## src/rtl/ripple_count_monitor.sv

```systemverilog
// ripple_count_monitor: samples a falling-edge 4-bit ripple counter, extends
// its count, flags bad steps and latches a fault after repeated errors.
module ripple_count_monitor #(
    parameter int EXT_W      = 12,
    parameter int ERR_LIMIT  = 3,
    parameter bit ALLOW_HOLD = 1'b1
) (
    input  logic             clk,
    input  logic             reset,
    input  logic [3:0]       q_in,
    input  logic             clear,
    output logic [EXT_W-1:0] ext_count,
    output logic             wrap,
    output logic             step_err,
    output logic [7:0]       err_cnt,
    output logic             locked,
    output logic             fault
);

    typedef enum logic [1:0] {
        SYNC  = 2'd0,
        TRACK = 2'd1,
        FAULT = 2'd2
    } state_t;

    localparam logic [3:0]       LIMIT   = 4'(ERR_LIMIT);
    localparam logic [EXT_W-1:0] EXT_ONE = EXT_W'(1);

    state_t           state, state_n;
    logic [3:0]       q_s, q_p;
    logic [1:0]       vld, vld_n;
    logic [3:0]       cerr, cerr_n, cerr_inc;
    logic [EXT_W-1:0] ext_n;
    logic [7:0]       err_n;
    logic             wrap_n, serr_n;

    logic [3:0] d;
    logic       valid;
    logic       step_inc;
    logic       step_hold;
    logic       at_wrap;

    assign d         = q_s - q_p;
    assign valid     = (vld == 2'b11);
    assign step_inc  = (d == 4'd1);
    assign step_hold = (d == 4'd0) && ALLOW_HOLD;
    assign at_wrap   = step_inc && (q_p == 4'd15);
    assign cerr_inc  = cerr + 4'd1;

    assign locked = (state == TRACK);
    assign fault  = (state == FAULT);

    always_ff @(posedge clk or posedge reset) begin
        if (reset) begin
            state     <= SYNC;
            q_s       <= '0;
            q_p       <= '0;
            vld       <= '0;
            cerr      <= '0;
            ext_count <= '0;
            err_cnt   <= '0;
            wrap      <= 1'b0;
            step_err  <= 1'b0;
        end else begin
            state     <= state_n;
            q_s       <= q_in;
            q_p       <= q_s;
            vld       <= vld_n;
            cerr      <= cerr_n;
            ext_count <= ext_n;
            err_cnt   <= err_n;
            wrap      <= wrap_n;
            step_err  <= serr_n;
        end
    end

    always_comb begin
        state_n = state;
        vld_n   = {vld[0], 1'b1};
        cerr_n  = cerr;
        ext_n   = ext_count;
        err_n   = err_cnt;
        wrap_n  = 1'b0;
        serr_n  = 1'b0;
        // clear wins even over a step that would otherwise fault
        if (clear) begin
            state_n = SYNC;
            vld_n   = '0;
            cerr_n  = '0;
            ext_n   = '0;
            err_n   = '0;
        end else begin
            unique case (state)
                SYNC: begin
                    if (valid && (q_s == 4'd0)) begin
                        state_n = TRACK;
                        ext_n   = '0;
                        cerr_n  = '0;
                    end
                end
                TRACK: begin
                    if (valid) begin
                        unique case (1'b1)
                            step_inc: begin
                                ext_n  = ext_count + EXT_ONE;
                                wrap_n = at_wrap;
                                cerr_n = '0;
                            end
                            step_hold: begin
                                cerr_n = '0;
                            end
                            default: begin
                                serr_n = 1'b1;
                                cerr_n = cerr_inc;
                                ext_n  = {ext_count[EXT_W-1:4], q_s};
                                err_n  = (err_cnt == 8'hff) ? err_cnt
                                                            : err_cnt + 8'd1;
                                if (cerr_inc == LIMIT)
                                    state_n = FAULT;
                            end
                        endcase
                    end
                end
                FAULT: begin
                    state_n = FAULT;
                end
                default: begin
                    state_n = SYNC;
                end
            endcase
        end
    end

endmodule

```

## config.mk

```make
export PLATFORM = sky130hd
export DESIGN_NAME = ripple_count_monitor
export DESIGN_NICKNAME = d
export VERILOG_FILES = /design/src/rtl/ripple_count_monitor.sv
export SDC_FILE = /design/constraint.sdc
export NUM_CORES = 1
export LEC_CHECK = 0
export ABC_AREA = 1
export CAP_MARGIN = 20
export CORE_ASPECT_RATIO = 0.7
export CORE_UTILIZATION = 66
export CTS_BUF_LIST = sky130_fd_sc_hd__clkbuf_8
export DETAILED_ROUTE_END_ITERATION = 10
export DONT_BUFFER_PORTS = 1
export GPL_TIMING_DRIVEN = 0
export PLACE_DENSITY = 0.92
export SLEW_MARGIN = 10
export SYNTH_ARGS = -nofsm -noshare
export SYNTH_HDL_FRONTEND = slang
export SYNTH_SLANG_ARGS = --single-unit
```

## constraint.sdc

```tcl
create_clock -name clk -period 2.7 [get_ports clk]
set_clock_uncertainty 0.15 [all_clocks]
set_input_delay 0.405 -clock clk [delete_from_list [all_inputs] [get_ports clk]]
set_output_delay 0.405 -clock clk [all_outputs]
set_load 0.03 [all_outputs]
```

==> impl_metrics.py <==
metrics = {
    "status": {
        "status": "finished clean",
    },
    "critical_path": {
        "crit_top_cell": "inv_1",
        "critPathLaunchType": "flop",
        "crit_slowest_cell": "fa_1",
        "arrival_ns": 2.43,
        "required_ns": 2.74,
        "setup.worst_path.class": "flop to flop",
        "worstPathCellList": "inv_1, ha_1, inv_1, fa_1, nor3_2, nand3_2, nand2_2, nand2_4, inv_4, nand2_1, nand2_1, inv_1",
        "cp-end-kind": "flop",
        "slowest_delay_ns": 0.46,
        "crit_path_max_fanout": 6,
    },
    "clock_network": {
        "cts_sinks": 38,
        "cts_root_buf": "clkbuf_8",
        "cts-hold-fix-buffers": 5,
        "postCtsSetupRepairBufs": 0,
        "htree_levels": 2,
        "cts_tree": "done",
        "clk_latency_ns": 0.30,
        "clk_pin_slew_ns": 0.08,
        "cts_buffer_depth": 2,
        "cts-resized-gates": 0,
        "cts_buffers": 5,
    },
    "finish": {
        "layout_commonest_cell": "nand2_1",
        "antenna_cells": 0,
        "syn_to_final_growth_pct": 9.36,
        "fin_nets": 326,
        "drive_gt1_frac": 0.107,
        "mostFrequentLayoutCells": "nand2_1 (91), inv_1 (38), dfrtp_1 (38)",
        "fillCellCount": 225,
    },
    "pwr": {
        "p_switching_mw": 0.653,
        "p_int_mw": 1.04,
        "swShare": 0.387,
        "power_mw": 1.69,
        "p_per_area_mw_per_mm2": 664,
        "comb_power_share": 0.304,
        "ir_drop_uv": 444,
        "clockPowerShare": 0.282,
        "p_leak_nw": 1.34,
        "power_frac_seq": 0.414,
    },
    "global_routing": {
        "use_met3": 0.0872,
        "track_usage": 0.278,
        "met1_usage": 0.378,
        "first_global_vias": 1763,
        "grt_max_degree": 39,
        "grt.busiest_layer": "met2",
        "antenna_found_initial": 0,
        "use_met2": 0.405,
        "grt_pass1_wl_microns": 7760,
        "grt_overflow_total": 0,
    },
    "route": {
        "wire_per_inst_microns": 13.3,
        "wirelength_microns": 4720,
        "firstDrtPassIters": 5,
        "drt_iter0_drc": 213,
        "drc": 0,
        "num_vias": 1908,
        "via_per_inst": 5.37,
        "ant_nets": 0,
    },
    "synthesis": {
        "synthesis.nets": 314,
        "syn_area_sq_mm": 0.00232,
        "synth_top_area_share": 0.409,
        "yosysWarnings": 0,
        "synthTopCellsByArea": "dfrtp_1 (41%), nand2_1 (15%), nand3_1 (8.0%)",
        "synth_area_per_cell_sq_um": 7.88,
        "synth_cells": 295,
        "seq_area_frac_synth": 0.409,
        "synth_seq_cells": 38,
        "synth_cell_types": 31,
        "yosysTopAreaCell": "dfrtp_1",
    },
    "floorplanning": {
        "die_h_microns": 51.7,
        "row_count": 17,
        "core_region_area_sq_mm": 0.00325,
        "die-area_sq_mm": 0.00377,
        "start_util": 0.714,
        "pin_count": 31,
        "chipWidth_microns": 72.9,
    },
    "timing": {
        "slew_viol_final": 0,
        "slew_headroom": 0.486,
        "post-route-period-util": 0.886,
        "hold_viol_final": 0,
        "setup_violations": 0,
        "tightest_slew_ns": 0.771,
        "fin_hold_ws_ns": 0.146,
        "fin_tns_setup_ns": 0,
        "rsz0062_at_grt": "false",
        "max_freq_ghz": 0.418,
        "layout_min_cycle_time_ns": 2.39,
    },
    "placement": {
        "port_buffers": 0,
        "dp_hpwl_microns": 3380,
        "place.gp.congestion": 0.904,
    },
    "job": {
        "drv_cap": 0,
    },
    "hold_path": {
        "hp-class": "input port to flop",
    },
}
[registers in the layout, summed over array words and instances, names as in the netlist]
register / count
ext_count: 12
err_cnt: 8
cerr: 4
q_p: 4
q_s: 4
state: 2
vld: 2
step_err: 1
wrap: 1
[stage by stage]
stage                     instances  setup WS (ns)  area, sq um   util
final                           355          0.309         2540  0.781
after global routing            355          0.172         2540  0.781
after CTS                       355          0.323         2540  0.781
after detailed placement        342          0.346         2380  0.732
after global placement          342          0.341         2380  0.732
after floorplan                 295          0.557         2320      -
[synth_stat cells]
library cell	n
a21oi_1	1
buf_2	1
buf_6	1
dfrtp_1	38
fa_1	1
ha_1	11
inv_1	39
inv_2	3
inv_4	1
nand2_1	91
nand2_2	1
nand2_4	2
nand3_1	37
nand3_2	1
nand3_4	1
nand3b_1	5
nand4_1	8
nand4_2	1
nor2_1	19
nor2_2	2
nor2_4	5
nor3_1	4
nor3_2	1
nor4_1	1
o21ai_0	3
o21ai_1	2
o21ai_2	1
o21ai_4	2
or2_4	1
xnor2_1	1
xor2_1	10
[power by group through the flow]
stage,Clock [mW],Combinational (mW),Sequential (mW)
floorplan,0,0.407,0.696
global placement,0,0.479,0.706
detailed placement,0,0.494,0.710
CTS,0.481,0.506,0.698
global route,0.505,0.559,0.708
finish,0.476,0.513,0.699
[worst max-delay path: cells and delay by family (launching register included)]
kind	cells	cell delay, ns
simple gates	6	0.83
buf+inv	4	0.28
fa+ha+maj	2	0.64
flops	1	0.37
[final timing paths]
path                       startpoint           end  slack, ns  depth (start not counted)
max reg2reg                    q_s[0]  ext_count[4]       0.31                         12
min in group asynchronous       reset      state[0]       0.55                          2
max in group asynchronous       reset    err_cnt[0]       1.35                          2
max                            q_s[0]  ext_count[4]       0.31                         12
min reg2reg                    q_s[0]        q_p[0]       0.26                          0
min                             clear        vld[1]       0.15                          2
[cell families after synthesis]
logic type | Yosys count | share of synthesized area
compound gates | 9 | 0.0307
xor+xnor | 11 | 0.0414
fa+ha+maj | 12 | 0.0678
buf+inv | 45 | 0.0775
flops | 38 | 0.409
simple gates | 180 | 0.374
[routing by layer]
| metal | part of all wire | vias up |
|---|---|---|
| met5 | 0 | - |
| met4 | 0.015 | 0 |
| met3 | 0.073 | 8 |
| met2 | 0.43 | 82 |
| met1 | 0.48 | 863 |
| li1 | - | 955 |
[cell type report]
| cell class | count | area (sq um) | area share |
|---|---|---|---|
| clock inverters | 3 | 40.0 | 0.0157 |
| clock buffers | 5 | 68.8 | 0.0271 |
| inverters | 43 | 164 | 0.0645 |
| repair buffers | 5 | 50.0 | 0.0197 |
| well taps | 47 | 58.8 | 0.0231 |
| plain buffers | 2 | 16.3 | 0.00640 |
| flip-flops and latches | 38 | 951 | 0.374 |
| multi-input cells | 212 | 1190 | 0.469 |
Note: power is estimated with default switching activity, not from simulation.
